## src/rtl/and3x2_arb_pkg.sv

```systemverilog
// Shared types and constants for the And3x2 round-robin arbiter and its picker.
package and3x2_arb_pkg;

    localparam int N_REQ_DEF = 4;
    localparam int WIDTH_DEF = 2;

    typedef enum logic {
        EMPTY = 1'b0,
        FULL  = 1'b1
    } arb_state_e;

    localparam int         STAT_W   = 8;
    localparam logic [7:0] STAT_MAX = 8'hFF;

endpackage

```

## src/rtl/And3x2.sv

```systemverilog
// Shared combinational cell: bitwise three-input AND over one lane.
module And3x2 #(
    parameter int WIDTH = 2
) (
    input  logic [WIDTH-1:0] I0,
    input  logic [WIDTH-1:0] I1,
    input  logic [WIDTH-1:0] I2,
    output logic [WIDTH-1:0] O
);

    assign O = I0 & I1 & I2;

endmodule

```

## src/rtl/rr_pick.sv

```systemverilog
// Combinational round-robin picker: first set request at or above ptr, wrapping.
module rr_pick
    import and3x2_arb_pkg::*;
#(
    parameter int N_REQ = N_REQ_DEF,
    parameter int ID_W  = $clog2(N_REQ_DEF)
) (
    input  logic [N_REQ-1:0] req,
    input  logic [ID_W-1:0]  ptr,
    output logic [N_REQ-1:0] gnt,
    output logic [ID_W-1:0]  idx
);

    logic found_s;

    // Scan offsets 0..N_REQ-1 from ptr; inner loop keeps every bit index constant.
    always_comb begin
        gnt     = {N_REQ{1'b0}};
        idx     = {ID_W{1'b0}};
        found_s = 1'b0;
        for (int i = 0; i < N_REQ; i++) begin
            for (int j = 0; j < N_REQ; j++) begin
                if (!found_s && req[j] && (((int'(ptr) + i) % N_REQ) == j)) begin
                    found_s = 1'b1;
                    gnt[j]  = 1'b1;
                    idx     = ID_W'(j);
                end else begin
                    found_s = found_s;
                end
            end
        end
    end

endmodule

```

## src/rtl/and3x2_rr_arbiter.sv

```systemverilog
// Round-robin arbiter sharing one And3x2 cell between N_REQ requesters, one response slot.
// Optional per-requester grant counters: define AND3X2_ARB_STATS_EN.
module and3x2_rr_arbiter
    import and3x2_arb_pkg::*;
#(
    parameter int N_REQ = N_REQ_DEF,
    parameter int WIDTH = WIDTH_DEF,
    parameter int ID_W  = $clog2(N_REQ_DEF)
) (
    input  logic                   CLK,
    input  logic                   ASYNCRESETN,
    input  logic [N_REQ-1:0]       req_valid,
    output logic [N_REQ-1:0]       req_ready,
    input  logic [N_REQ*WIDTH-1:0] req_i0,
    input  logic [N_REQ*WIDTH-1:0] req_i1,
    input  logic [N_REQ*WIDTH-1:0] req_i2,
    output logic                   rsp_valid,
    input  logic                   rsp_ready,
    output logic [WIDTH-1:0]       rsp_data,
    output logic [ID_W-1:0]        rsp_id
`ifdef AND3X2_ARB_STATS_EN
    ,
    output logic [N_REQ*8-1:0]     grant_cnt
`endif
);

    arb_state_e       state_q, state_d;
    logic [ID_W-1:0]  rr_ptr_q, rr_ptr_d;
    logic [WIDTH-1:0] rsp_data_q, rsp_data_d;
    logic [ID_W-1:0]  rsp_id_q, rsp_id_d;

    logic             slot_free_s;
    logic             accept_s;
    logic [N_REQ-1:0] pick_gnt_s;
    logic [ID_W-1:0]  pick_idx_s;
    logic [WIDTH-1:0] op0_s, op1_s, op2_s, and_s;

    rr_pick #(
        .N_REQ (N_REQ),
        .ID_W  (ID_W)
    ) u_pick (
        .req (req_valid),
        .ptr (rr_ptr_q),
        .gnt (pick_gnt_s),
        .idx (pick_idx_s)
    );

    And3x2 #(
        .WIDTH (WIDTH)
    ) u_and3 (
        .I0 (op0_s),
        .I1 (op1_s),
        .I2 (op2_s),
        .O  (and_s)
    );

    // Grant only into a free slot; ready is forced low while reset is held.
    always_comb begin
        slot_free_s = (state_q == EMPTY) | rsp_ready;
        if (slot_free_s && ASYNCRESETN) begin
            req_ready = pick_gnt_s;
        end else begin
            req_ready = {N_REQ{1'b0}};
        end
        accept_s = |(req_valid & req_ready);
    end

    // Steer the granted requester's operands into the shared cell.
    always_comb begin
        op0_s = {WIDTH{1'b0}};
        op1_s = {WIDTH{1'b0}};
        op2_s = {WIDTH{1'b0}};
        for (int k = 0; k < N_REQ; k++) begin
            if (pick_idx_s == ID_W'(k)) begin
                op0_s = req_i0[k*WIDTH +: WIDTH];
                op1_s = req_i1[k*WIDTH +: WIDTH];
                op2_s = req_i2[k*WIDTH +: WIDTH];
            end else begin
                op0_s = op0_s;
            end
        end
    end

    // Slot FSM next state plus response/pointer load on accept.
    always_comb begin
        state_d    = state_q;
        rr_ptr_d   = rr_ptr_q;
        rsp_data_d = rsp_data_q;
        rsp_id_d   = rsp_id_q;
        case (state_q)
            EMPTY:   state_d = accept_s ? FULL : EMPTY;
            FULL:    state_d = (rsp_ready && !accept_s) ? EMPTY : FULL;
            default: state_d = EMPTY;
        endcase
        if (accept_s) begin
            rsp_data_d = and_s;
            rsp_id_d   = pick_idx_s;
            rr_ptr_d   = (pick_idx_s == ID_W'(N_REQ - 1)) ? {ID_W{1'b0}} : pick_idx_s + ID_W'(1);
        end else begin
            rsp_data_d = rsp_data_q;
        end
    end

    // State, pointer and response registers.
    always_ff @(posedge CLK or negedge ASYNCRESETN) begin
        if (!ASYNCRESETN) begin
            state_q    <= EMPTY;
            rr_ptr_q   <= {ID_W{1'b0}};
            rsp_data_q <= {WIDTH{1'b0}};
            rsp_id_q   <= {ID_W{1'b0}};
        end else begin
            state_q    <= state_d;
            rr_ptr_q   <= rr_ptr_d;
            rsp_data_q <= rsp_data_d;
            rsp_id_q   <= rsp_id_d;
        end
    end

    assign rsp_valid = (state_q == FULL);
    assign rsp_data  = rsp_data_q;
    assign rsp_id    = rsp_id_q;

`ifdef AND3X2_ARB_STATS_EN
    logic [STAT_W-1:0] grant_cnt_q [N_REQ];
    logic [STAT_W-1:0] grant_cnt_d [N_REQ];

    // Saturating per-requester accept counters.
    always_comb begin
        for (int k = 0; k < N_REQ; k++) begin
            grant_cnt_d[k] = grant_cnt_q[k];
            if (accept_s && (pick_idx_s == ID_W'(k)) && (grant_cnt_q[k] != STAT_MAX)) begin
                grant_cnt_d[k] = grant_cnt_q[k] + 8'd1;
            end else begin
                grant_cnt_d[k] = grant_cnt_q[k];
            end
        end
    end

    // Counter registers.
    always_ff @(posedge CLK or negedge ASYNCRESETN) begin
        if (!ASYNCRESETN) begin
            for (int k = 0; k < N_REQ; k++) begin
                grant_cnt_q[k] <= 8'd0;
            end
        end else begin
            for (int k = 0; k < N_REQ; k++) begin
                grant_cnt_q[k] <= grant_cnt_d[k];
            end
        end
    end

    // Flatten counters onto the output port.
    always_comb begin
        grant_cnt = {(N_REQ*8){1'b0}};
        for (int k = 0; k < N_REQ; k++) begin
            grant_cnt[k*8 +: 8] = grant_cnt_q[k];
        end
    end
`endif

endmodule

```

## config.mk

```make
export PLATFORM = sky130hd
export DESIGN_NAME = and3x2_rr_arbiter
export DESIGN_NICKNAME = d
export VERILOG_FILES = /design/src/rtl/and3x2_arb_pkg.sv /design/src/rtl/And3x2.sv /design/src/rtl/rr_pick.sv /design/src/rtl/and3x2_rr_arbiter.sv
export SDC_FILE = /design/constraint.sdc
export NUM_CORES = 1
export LEC_CHECK = 0
export CORE_MARGIN = 2
export CORE_UTILIZATION = 34
export DETAILED_ROUTE_END_ITERATION = 12
export GPL_TIMING_DRIVEN = 0
export HOLD_SLACK_MARGIN = 0.02
export PLACE_DENSITY = 0.87
export SLEW_MARGIN = 20
export SYNTH_ARGS = -nofsm -noshare
export SYNTH_HDL_FRONTEND = slang
export SYNTH_SLANG_ARGS = --single-unit
```

## constraint.sdc

```tcl
create_clock -name CLK -period 2.32 [get_ports CLK]
set_clock_uncertainty 0.1 [all_clocks]
set_input_delay 0.696 -clock CLK [delete_from_list [all_inputs] [get_ports CLK]]
set_output_delay 0.696 -clock CLK [all_outputs]
set_load 0.005 [all_outputs]
```

After elaboration in Yosys (flattened, before gate mapping)
Cells that the tools add are included.

Flip-flop bits (word level): 7. Latch bits: 0. Bits in writable memories: 0. Memory bits (read-only): 0. Input bits: 31. Output and inout bits: 9. Word-level logic and storage cells: 151. Memories: 0.

$add $sub $neg: 4. $mul: 0. Divide/modulo/power cells: 0. Order comparisons: 0. Equal/unequal tests: 15. Shift operators: 0. Multiplexer cells: 62. Bitwise gates (word level): 8. Reduce and logical (&&, ||, !) cells: 58.

Operators by type and width (number): $logic_not A32 Y1 (4); $mux W2 (27); $logic_and A1 B1 Y1 (33); $mux W1 (33); $eq A3 B3 Y1 const B (6); $logic_not A1 Y1 (16); $eq A3 B2 Y1 const B (3); $eq A2 B2 Y1 const B (4); $reduce_or A2 Y1 (3); $add A2 B1 Y2 const B (2); $add A2 B2 Y2 const B (2); $and A2 B2 Y2 (2); $and A4 B4 Y4 (1); $eq A2 B1 Y1 const B (2); $mux W4 (1); $reduce_or A4 Y1 (1); $and A1 B1 Y1 const A (3); $logic_not A2 Y1 (1); $pmux W1 S2 (1); $not A1 Y1 (1); $or A1 B1 Y1 (1).

Longest topological paths before layout
Gate-level depths: netlist of the first run.

Depth in word-level cells: 70. Depth in mapped cells: 9. Gate-level depth less buffers: 9.

By module
From an unflattened synthesis of the first run, not the netlist that was laid out.

Cells, all modules: 84. Area, all modules: 715.7 um^2.

By module, submodules not included: and3x2_rr_arbiter (times used 1, cells an instance 58, area each 554.3 um^2, seq. area each 175.2 um^2); rr_pick (times used 1, cells an instance 24, area each 148.9 um^2, seq. area each 0.0 um^2); And3x2 (times used 1, cells an instance 2, area each 12.5 um^2, seq. area each 0.0 um^2).

Least setup slack after synthesis of the first run
OpenSTA, ideal clock, no wires.

Kind: input to register. From: input port req_valid[1]. To: register rsp_data_q[0] (netlist: rsp_data[0]). Library setup time: 0.079 ns. Arrival: 2.231 ns. Data required time: 2.141 ns. Path slack: -0.091 ns. Stages: 9. Path buffers: 0. Cells stage by stage: nor2_1 -> o21ai_0 -> or2_2 -> o21a_1 -> ha_1 -> nor2b_1 -> nand4_1 -> a221o_1 -> a2bb2oi_1.

Word-level cells in the longest chain between the ends: 66. Elaborated cells on any way between the ends: 109. Classes of those cells: eq/ne (3); mux (57); bitwise (3); reduce/logical (46).

RTL lines: start: declaration (RTL line and3x2_rr_arbiter.sv:12) `input logic [N_REQ-1:0] req_valid,`; $logic_and A1 B1 Y1 (2 in series) (RTL line rr_pick.sv:23) `if (!found_s && req[j] && (((int'(ptr) + i) % N_REQ) == j)) begin`; $mux W1 (RTL line rr_pick.sv:23); $logic_not A1 Y1 (RTL line rr_pick.sv:23); $logic_and A1 B1 Y1 (2 in series) (RTL line rr_pick.sv:23); $mux W1 (RTL line rr_pick.sv:23); $logic_not A1 Y1 (RTL line rr_pick.sv:23); $logic_and A1 B1 Y1 (2 in series) (RTL line rr_pick.sv:23); $mux W1 (RTL line rr_pick.sv:23); [41 not listed]; $logic_and A1 B1 Y1 (2 in series) (RTL line rr_pick.sv:23); $mux W1 (RTL line rr_pick.sv:23); $logic_not A1 Y1 (RTL line rr_pick.sv:23); $logic_and A1 B1 Y1 (2 in series) (RTL line rr_pick.sv:23); $mux W2 (RTL line rr_pick.sv:23); $logic_not A2 Y1 (RTL line and3x2_rr_arbiter.sv:74) `if (pick_idx_s == ID_W'(k)) begin`; $mux W2 (4 in series) (RTL line and3x2_rr_arbiter.sv:74); $and A2 B2 Y2 (2 in series) (RTL line And3x2.sv:11) `assign O = I0 & I1 & I2;`; end signal: assignment (RTL line and3x2_rr_arbiter.sv:109) `rsp_data_q <= {WIDTH{1'b0}};`; end signal: assignment (RTL line and3x2_rr_arbiter.sv:114) `rsp_data_q <= rsp_data_d;`; end: declaration (RTL line and3x2_rr_arbiter.sv:29) `logic [WIDTH-1:0] rsp_data_q, rsp_data_d;`.

Parallel ways exist; a longest one is shown, timed or not. A chain may end at the register's enable or synchronous reset.

Worst setup path after layout of the first run
From: input port req_valid[2]. To: output port req_ready[0].

Word-level cells in the longest chain between the ends: 44. Elaborated cells on any way between the ends: 46. Classes of those cells: mux (14); reduce/logical (32).

RTL lines: $logic_and A1 B1 Y1 (2 in series) (RTL line rr_pick.sv:23); $mux W1 (RTL line rr_pick.sv:23); $logic_not A1 Y1 (RTL line rr_pick.sv:23); $logic_and A1 B1 Y1 (2 in series) (RTL line rr_pick.sv:23); $mux W1 (RTL line rr_pick.sv:23); $logic_not A1 Y1 (RTL line rr_pick.sv:23); $logic_and A1 B1 Y1 (2 in series) (RTL line rr_pick.sv:23); $mux W1 (RTL line rr_pick.sv:23); [23 not listed]; $mux W1 (RTL line rr_pick.sv:23); $logic_not A1 Y1 (RTL line rr_pick.sv:23); $logic_and A1 B1 Y1 (2 in series) (RTL line rr_pick.sv:23); $mux W1 (RTL line rr_pick.sv:23); $logic_not A1 Y1 (RTL line rr_pick.sv:23); $logic_and A1 B1 Y1 (2 in series) (RTL line rr_pick.sv:23); $mux W1 (*) (RTL line rr_pick.sv:23); $mux W4 (*) (RTL line and3x2_rr_arbiter.sv:60) `if (slot_free_s && ASYNCRESETN) begin`; end: declaration (RTL line and3x2_rr_arbiter.sv:13) `output logic [N_REQ-1:0] req_ready,`.

Every way passes the cells marked *; elsewhere a longest branch is shown, timed or not.

==> results of run 1 <==
[power groups by stage]
stage / clock, mW / combinational (mW) / sequential, mW
3_3_place_gp: 0 / 0.403 / 0.211
2_1_floorplan: 0 / 0.235 / 0.207
6_report: 0.113 / 0.506 / 0.225
4_1_cts: 0.117 / 0.455 / 0.215
3_5_place_dp: 0 / 0.415 / 0.212
5_1_grt: 0.129 / 0.555 / 0.227
[synth_stat cells]
cell	instances
and3_1	1
inv_1	4
nand2_1	4
o21ai_0	4
mux2_2	1
a211oi_4	1
or2b_2	1
o221ai_2	1
nand4_1	2
dfrtp_1	7
and2_1	1
o22ai_1	1
nor2b_1	1
a2bb2oi_1	2
nor3_2	1
nand2b_1	3
o21a_1	1
ha_1	4
o21ai_2	2
nand3b_2	1
a221o_1	3
nor2_1	6
and2b_4	1
a21oi_1	3
nand3_1	2
nor4_1	1
a41oi_1	4
or2_2	1
[worst max-delay path by stage]
stage / endpoint / slack (ns)
4_1_cts: req_ready[0] / 0.007
6_report: req_ready[0] / -0.02
2_1_floorplan: rsp_data[0] / 0.002
3_5_place_dp: req_ready[0] / -0.94
3_3_place_gp: req_ready[2] / -0.92
5_1_grt: req_ready[0] / -0.08
[through the flow]
step / instances / setup TNS [ns] / cell area [um^2] / util (%) / hold WS (ns)
finish: 129 / -0.0203 / 1150 / 73.8 / 0.204
global route: 129 / -0.131 / 1150 / 73.8 / 0.199
CTS: 128 / 0 / 1100 / 70.3 / 0.301
detailed placement: 119 / -5.53 / 1000 / 64.4 / 0.395
global placement: 119 / -5.19 / 1000 / 64.4 / 0.398
floorplan: 64 / 0 / 594 / - / 0.300
[critical path, stage by stage]
cell	delay, ns
buf_12	0.09
or2b_4	0.26
a21oi_2	0.11
o22ai_1	0.09
and3_4	0.19
buf_6	0.11
[what timing repair did]
item                       4_1_cts  5_1_grt
resized for setup               52       15
pin swaps                       11        4
setup buffers                    5        1
setup endpoints to repair        6        4
hold endpoints to repair         0        0
[registers in the layout (all words and copies together), names as in the netlist]
signal and cells:
rr_ptr_q 2, rsp_id 2, rsp_valid 1, rsp_data 2
[layer usage]
layer / vias to the layer above / track usage (%) / share of wire [%]
met5: - / 0 / 0
met4: 0 / 9.41 / 1.7
met3: 4 / 5.95 / 7.5
met2: 34 / 42.5 / 53
met1: 351 / 21.2 / 38
li1: 344 / - / -
[layout make-up]
type | instances | area, um^2
Inverter | 4 | 15.0
Timing Repair Buffer | 45 | 423
Clock buffer | 4 | 26.3
Sequential cell | 7 | 178
Tap cell | 16 | 20.0
Multi-Input combinational cell | 53 | 488
Fill cell | 103 | 409
[cell families after synthesis]
logic type | after synthesis
and+or+nand+nor | 26
buffers and inverters | 4
adders and majority gates | 4
DFF | 7
muxes | 1
AOI/OAI and AO/OA | 22
==> summary.txt, run 1 <==
Status
  – Status: finished, violations left
  – Failing checks: setup timing

Pwr
  – Sw Share: a little under two fifths
  – Pint: around 0.53 mW
  – Logic gate share of total power: approximately three fifths
  – Leakage Power: about 0.48 nW
  – Clk network pwr share: between 10% and 20%
  – PwrDens: about 730 mW/mm^2
  – Worst vdd ir: approximately 470 uV
  – Overall power: between 0.8 and 0.9 mW
  – Net switching power: approximately 0.32 mW
  – Sequential Power Share: between 20% and 30%

Yosys
  – Mean Syn Cell Area: slightly above 9 um^2
  – Post-synthesis adder-cell area fraction: 8.55%
  – Synth Area in XOR/XNOR: 0%
  – Post-synthesis mux area share: just under 2%
  – Ys Warns: 0
  – Synthesis-stage register bit count: 7
  – Yosys top cell area share: 29.9%
  – Leading post-synthesis cells by cell area: dfrtp_1 (30%), ha_1 (8.5%), a41oi_1 (6.0%)
  – Synthesized Nets: roughly 100
  – Largest family of logic cells by synthesized area: compound AO/OA/AOI/OAI gates
  – Cells after Synth: 64
  – Synth Area in Simple Gates: 25.6%
  – Mapped cell area: slightly below 600 um^2
  – Seq/Total Area, Yosys: about 30%
  – Compound-Gate Fraction of Synth Area: between 30% and 40%
  – Synth cell types: 28
  – Cell accounting for the most synthesized area: dfrtp_1

Global routing
  – Initial antenna violation count: 0
  – Gr ovfl total: 0
  – GRT Util Overall: about 22%
  – Largest net degree at the start of global routing: 11
  – Vias in the first global route: between 700 and 800
  – First-pass GRT wire length: ~3200 um

Finish
  – Antenna cell count: 0
  – NumNets Final: around 150
  – Most common cell after layout, fill and taps aside: clkdlybuf4s50_1
  – Share of cells above drive strength 1: 39.8%
  – Area grow syn2layout: 96.4%
  – Commonest non-fill, non-tap cells in the layout: clkdlybuf4s50_1 (29), buf_4 (7), dfrtp_1 (5)

Route
  – Starting DRC count in detailed routing: 15
  – Wire length per cell: 17.0 um
  – Aggregate routed wire length: ~2200 um
  – Total number of vias: 733
  – Iteration count of the initial detailed-routing pass: 4
  – Drt via density: roughly 5.7
  – Drt drc: 0
  – DRT antenna net count: 0

Critical path
  – Setup slack, reg-to-reg: roughly 0.11 ns
  – Reg2reg end: rsp_data[0]
  – Depth of the worst register-to-register path: 10
  – Worst EP required: 1.52 ns
  – Worst setup path start: req_valid[2]
  – Worst Path Max Fanout: 6
  – R2R Path Start: rr_ptr_q[1]
  – Arrival time worst endpoint: between 1.5 and 2 ns
  – Crit end category: primary output
  – CP Launch Type: primary input
  – Critical path class: primary input to primary output

Clock network
  – Hold Buf Count CTS: 0
  – H-tree levels: 1
  – TritonCTS Buffers: 3
  – CTS clk-pin slew, worst paths: approximately 0.050 ns
  – Clock Tree Root: clkbuf_4
  – Sink Count: 7
  – Clk_lat worst skew: between 0.2 and 0.3 ns
  – Max Root-Sink Buffers: 2
  – CTS tree: done

Die
  – Io pins: 40
  – Initial core utilization: approximately 38%
  – Core Footprint: between 0.0015 and 0.002 mm^2
  – Die X: 45.5 um
  – Die span in y: 45.5 um
  – Core Rows: 14
  – DIE AREA: 0.00207 mm^2

Timing
  – RSZ-0062 raised after global routing: yes
  – Final Worst Setup Slack: -0.0203 ns
  – Final-report hold violation count: 0
  – Slew @ Worst Pin: 0.336 ns
  – Slew Limit Fails: 0
  – Crit share post-route: 101%
  – Slew HR: ~77%
  – Highest Clock Rate: 427 MHz
  – Fin crit period: about 2.3 ns
  – Final setup fails: 1

Placement
  – Gpl congestion: around 0.82
  – Place WS: -0.939 ns
  – Port bufs: 39
  – Hpwl dp: ~1500 um

Job
  – Max-Cap Viols: 0

Worst hold path
  – Worst min-delay path category: primary input to asynchronous set/reset pin
Power figures use the tool's default switching activity.
==> run 2: changes to the inputs <==
--- a/config.mk
+++ b/config.mk
@@ -5,12 +5,13 @@
 export SDC_FILE = /design/constraint.sdc
 export NUM_CORES = 1
 export LEC_CHECK = 0
-export CORE_MARGIN = 2
-export CORE_UTILIZATION = 34
+export CORE_MARGIN = 4
+export CORE_UTILIZATION = 41
 export DETAILED_ROUTE_END_ITERATION = 12
+export DONT_BUFFER_PORTS = 1
 export GPL_TIMING_DRIVEN = 0
 export HOLD_SLACK_MARGIN = 0.02
-export PLACE_DENSITY = 0.87
+export PLACE_DENSITY = 0.64
 export SLEW_MARGIN = 20
 export SYNTH_ARGS = -nofsm -noshare
 export SYNTH_HDL_FRONTEND = slang
==> summary.txt, run 2 (same netlist as run 1, synthesis figures left out) <==
Timing
  – Final-report hold violation count: 0 (unchanged)
  – RSZ-0062 raised after global routing: no (was yes)
  – Highest Clock Rate: 451 MHz (was 427 MHz)
  – Slew @ Worst Pin: 0.353 ns (was 0.336 ns)
  – Slew Limit Fails: 0 (unchanged)
  – Slew HR: 76.2% (was 77.5%)
  – Final setup fails: 0 (was 1)
  – Fin crit period: 2.22 ns (was 2.34 ns)
  – Crit share post-route: 95.6% (was 101%)

Critical path
  – Worst Path Max Fanout: 7 (was 6)
  – Critical path's top delay family: simple AND/OR/NAND/NOR gates (unchanged)
  – CP Buf/Inv Count: 0 (was 2)
  – Critical path class: register to primary output (was primary input to primary output)
  – R2R Path Start: rr_ptr_q[1] (unchanged)
  – Depth of the worst register-to-register path: 9 (was 10)
  – Crit end category: primary output (unchanged)
  – Arrival time worst endpoint: 1.42 ns (was 1.54 ns)
  – Critical-path top delay cell: dfrtp_2 (was or2b_4)
  – CP Launch Type: register (was primary input)
  – Max incr delay on CP: 0.44 ns (was 0.26 ns)
  – Reg2reg end: rsp_data[1] (was rsp_data[0])
  – Crit path cell chain: or2b_2 -> a21oi_1 -> o22ai_1 -> and3_1 (was buf_12 -> or2b_4 -> a21oi_2 -> o22ai_1 -> and3_4 -> buf_6)
  – Setup slack, reg-to-reg: 0.14 ns (was 0.11 ns)
  – Worst EP required: 1.52 ns (about the same)

Route
  – DRT antenna net count: 0 (unchanged)
  – Drt via density: 6.08 (was 5.68)
  – Wire length per cell: 16.6 um (was 17.0 um)
  – Starting DRC count in detailed routing: 4 (was 15)
  – Drt drc: 0 (unchanged)
  – Aggregate routed wire length: 1440 um (was 2190 um)
  – Total number of vias: 529 (was 733)
  – Iteration count of the initial detailed-routing pass: 2 (was 4)

Global routing
  – First-pass GRT wire length: 2140 um (was 3220 um)
  – Initial antenna violation count: 0 (unchanged)
  – GRT Util Overall: 14.2% (was 22.0%)
  – Vias in the first global route: 503 (was 754)
  – Gr ovfl total: 0 (unchanged)
  – Largest net degree at the start of global routing: 11 (unchanged)

Pwr
  – Overall power: 0.670 mW (was 0.844 mW)
  – Pint: 0.411 mW (was 0.526 mW)
  – Sequential Power Share: 33.4% (was 26.6%)
  – Sw Share: 38.6% (was 37.6%)
  – PwrDens: 956 mW/mm^2 (was 734 mW/mm^2)
  – Leakage Power: 0.284 nW (was 0.476 nW)
  – Net switching power: 0.259 mW (was 0.317 mW)
  – Clk network pwr share: 16.4% (was 13.4%)
  – Logic gate share of total power: 50.2% (was 60.0%)
  – Worst vdd ir: 547 uV (was 466 uV)

Die
  – Core Rows: 13 (was 14)
  – Die span in y: 45.8 um (was 45.5 um)
  – Die X: 45.8 um (was 45.5 um)
  – Io pins: 40 (unchanged)
  – Initial core utilization: 44.4% (was 37.6%)
  – Core Footprint: 0.00132 mm^2 (was 0.00156 mm^2)
  – DIE AREA: 0.00210 mm^2 (was 0.00207 mm^2)

Clock network
  – CTS tree: done (unchanged)
  – CTS clk-pin slew, worst paths: 0.05 ns (about the same)
  – Clock Tree Root: clkbuf_4 (unchanged)
  – TritonCTS Buffers: 3 (unchanged)
  – Clk_lat worst skew: 0.25 ns (about the same)
  – H-tree levels: 1 (unchanged)
  – Sink Count: 7 (unchanged)
  – Max Root-Sink Buffers: 2 (unchanged)

Finish
  – NumNets Final: 108 (was 149)
  – Antenna cell count: 0 (unchanged)
  – Final Util: 53.2% (was 73.8%)
  – Share of cells above drive strength 1: 36.1% (was 39.8%)
  – Area grow syn2layout: 19.7% (was 96.4%)
  – Commonest non-fill, non-tap cells in the layout: nor2_1 (5), dfrtp_1 (5), nand2_1 (4), inv_1 (4), a41oi_1 (4) (was clkdlybuf4s50_1 (29), buf_4 (7), dfrtp_1 (5))

Worst hold path
  – Hold Path Depth: 1
  – Hold worst-path end: rsp_id[0]
  – Worst min-delay path category: register to register (was primary input to asynchronous set/reset pin)
  – Hold wc startpoint: rsp_id[0]

Status
  – Status: finished, final reports clean (was finished, violations left)

Placement
  – Hpwl dp: 1150 um (was 1510 um)
  – Port bufs: 0 (was 39)
  – Gpl congestion: 0.747 (was 0.824)

Job
  – Max-Cap Viols: 0 (unchanged)
## run 2: changes by cell type in the layout (fill, tap and decap cells not counted), moves of 2 or more
cell / before / now
buf_2: 4 / 0
buf_4: 7 / 3
clkdlybuf4s50_1: 29 / 0
nor2_1: 3 / 5
nor2_4: 2 / 0
## run 2: worst max-delay path by stage
| stage | startpoint | endpoint | cells after the start |
|---|---|---|---|
| after floorplan | req_valid[1] | rsp_data[0] | 9 |
| after global placement | req_valid[1] | rsp_data[0] | 9 |
| after detailed placement | req_valid[1] | rsp_data[1] | 9 |
| after CTS | rr_ptr_q[0] | rsp_data[1] | 8 |
| after global routing | rr_ptr_q[0] | req_ready[0] | 4 |
| final | rr_ptr_q[0] | req_ready[0] | 4 |
## run 2: cell type report
class	count	area, um^2
inverters	4	15.0
multi-input cells	53	430
well taps	15	18.8
clock buffers	4	26.3
fillers	123	617
repair buffers	4	32.5
flip-flops and latches	7	178
## run 2: worst reg2reg max path, cell delays in order (launching register included)
cell and delay (ns):
dfrtp_2 0.43, nand2b_4 0.15, a21oi_2 0.06, or2_2 0.32, o21a_1 0.14, ha_2 0.19
nor2b_2 0.12, nand4_1 0.11, a221o_1 0.33, a2bb2oi_2 0.15
## run 2: through the flow
stage	instances	cell area (um^2)	hold slack, ns	TNS, ns	setup slack, ns
after floorplan	64	594	0.300	0	0.00150
after global placement	79	613	0.301	-0.285	-0.145
after detailed placement	79	613	0.301	-0.331	-0.173
after CTS	83	644	0.0298	0	0.0234
after global routing	87	701	0.462	0	0.0149
final	87	701	0.444	0	0.102
## run 2: metal layers
layer	global-route usage, %	wire length (um)	up-vias
met4	5.11	15	0
li1	-	-	260
met2	21.4	690	22
met1	18.2	621	245
met5	0	0	-
met3	5.53	116	2
## run 2: power by group through the flow
stage	clock, mW	combinational (mW)	sequential, mW
2_1_floorplan	0	0.235	0.207
3_3_place_gp	0	0.268	0.220
3_5_place_dp	0	0.278	0.221
4_1_cts	0.114	0.283	0.222
5_1_grt	0.123	0.369	0.234
6_report	0.110	0.337	0.223
## run 2: repair_timing
item / 4_1_cts / 5_1_grt
buffers inserted: 0 / 3
setup endpoints to repair: 2 / 3
hold buffers: 0 / 1
gates resized for setup: 2 / 5
pin swaps: 0 / 4
endpoints found under the hold margin: 0 / 7
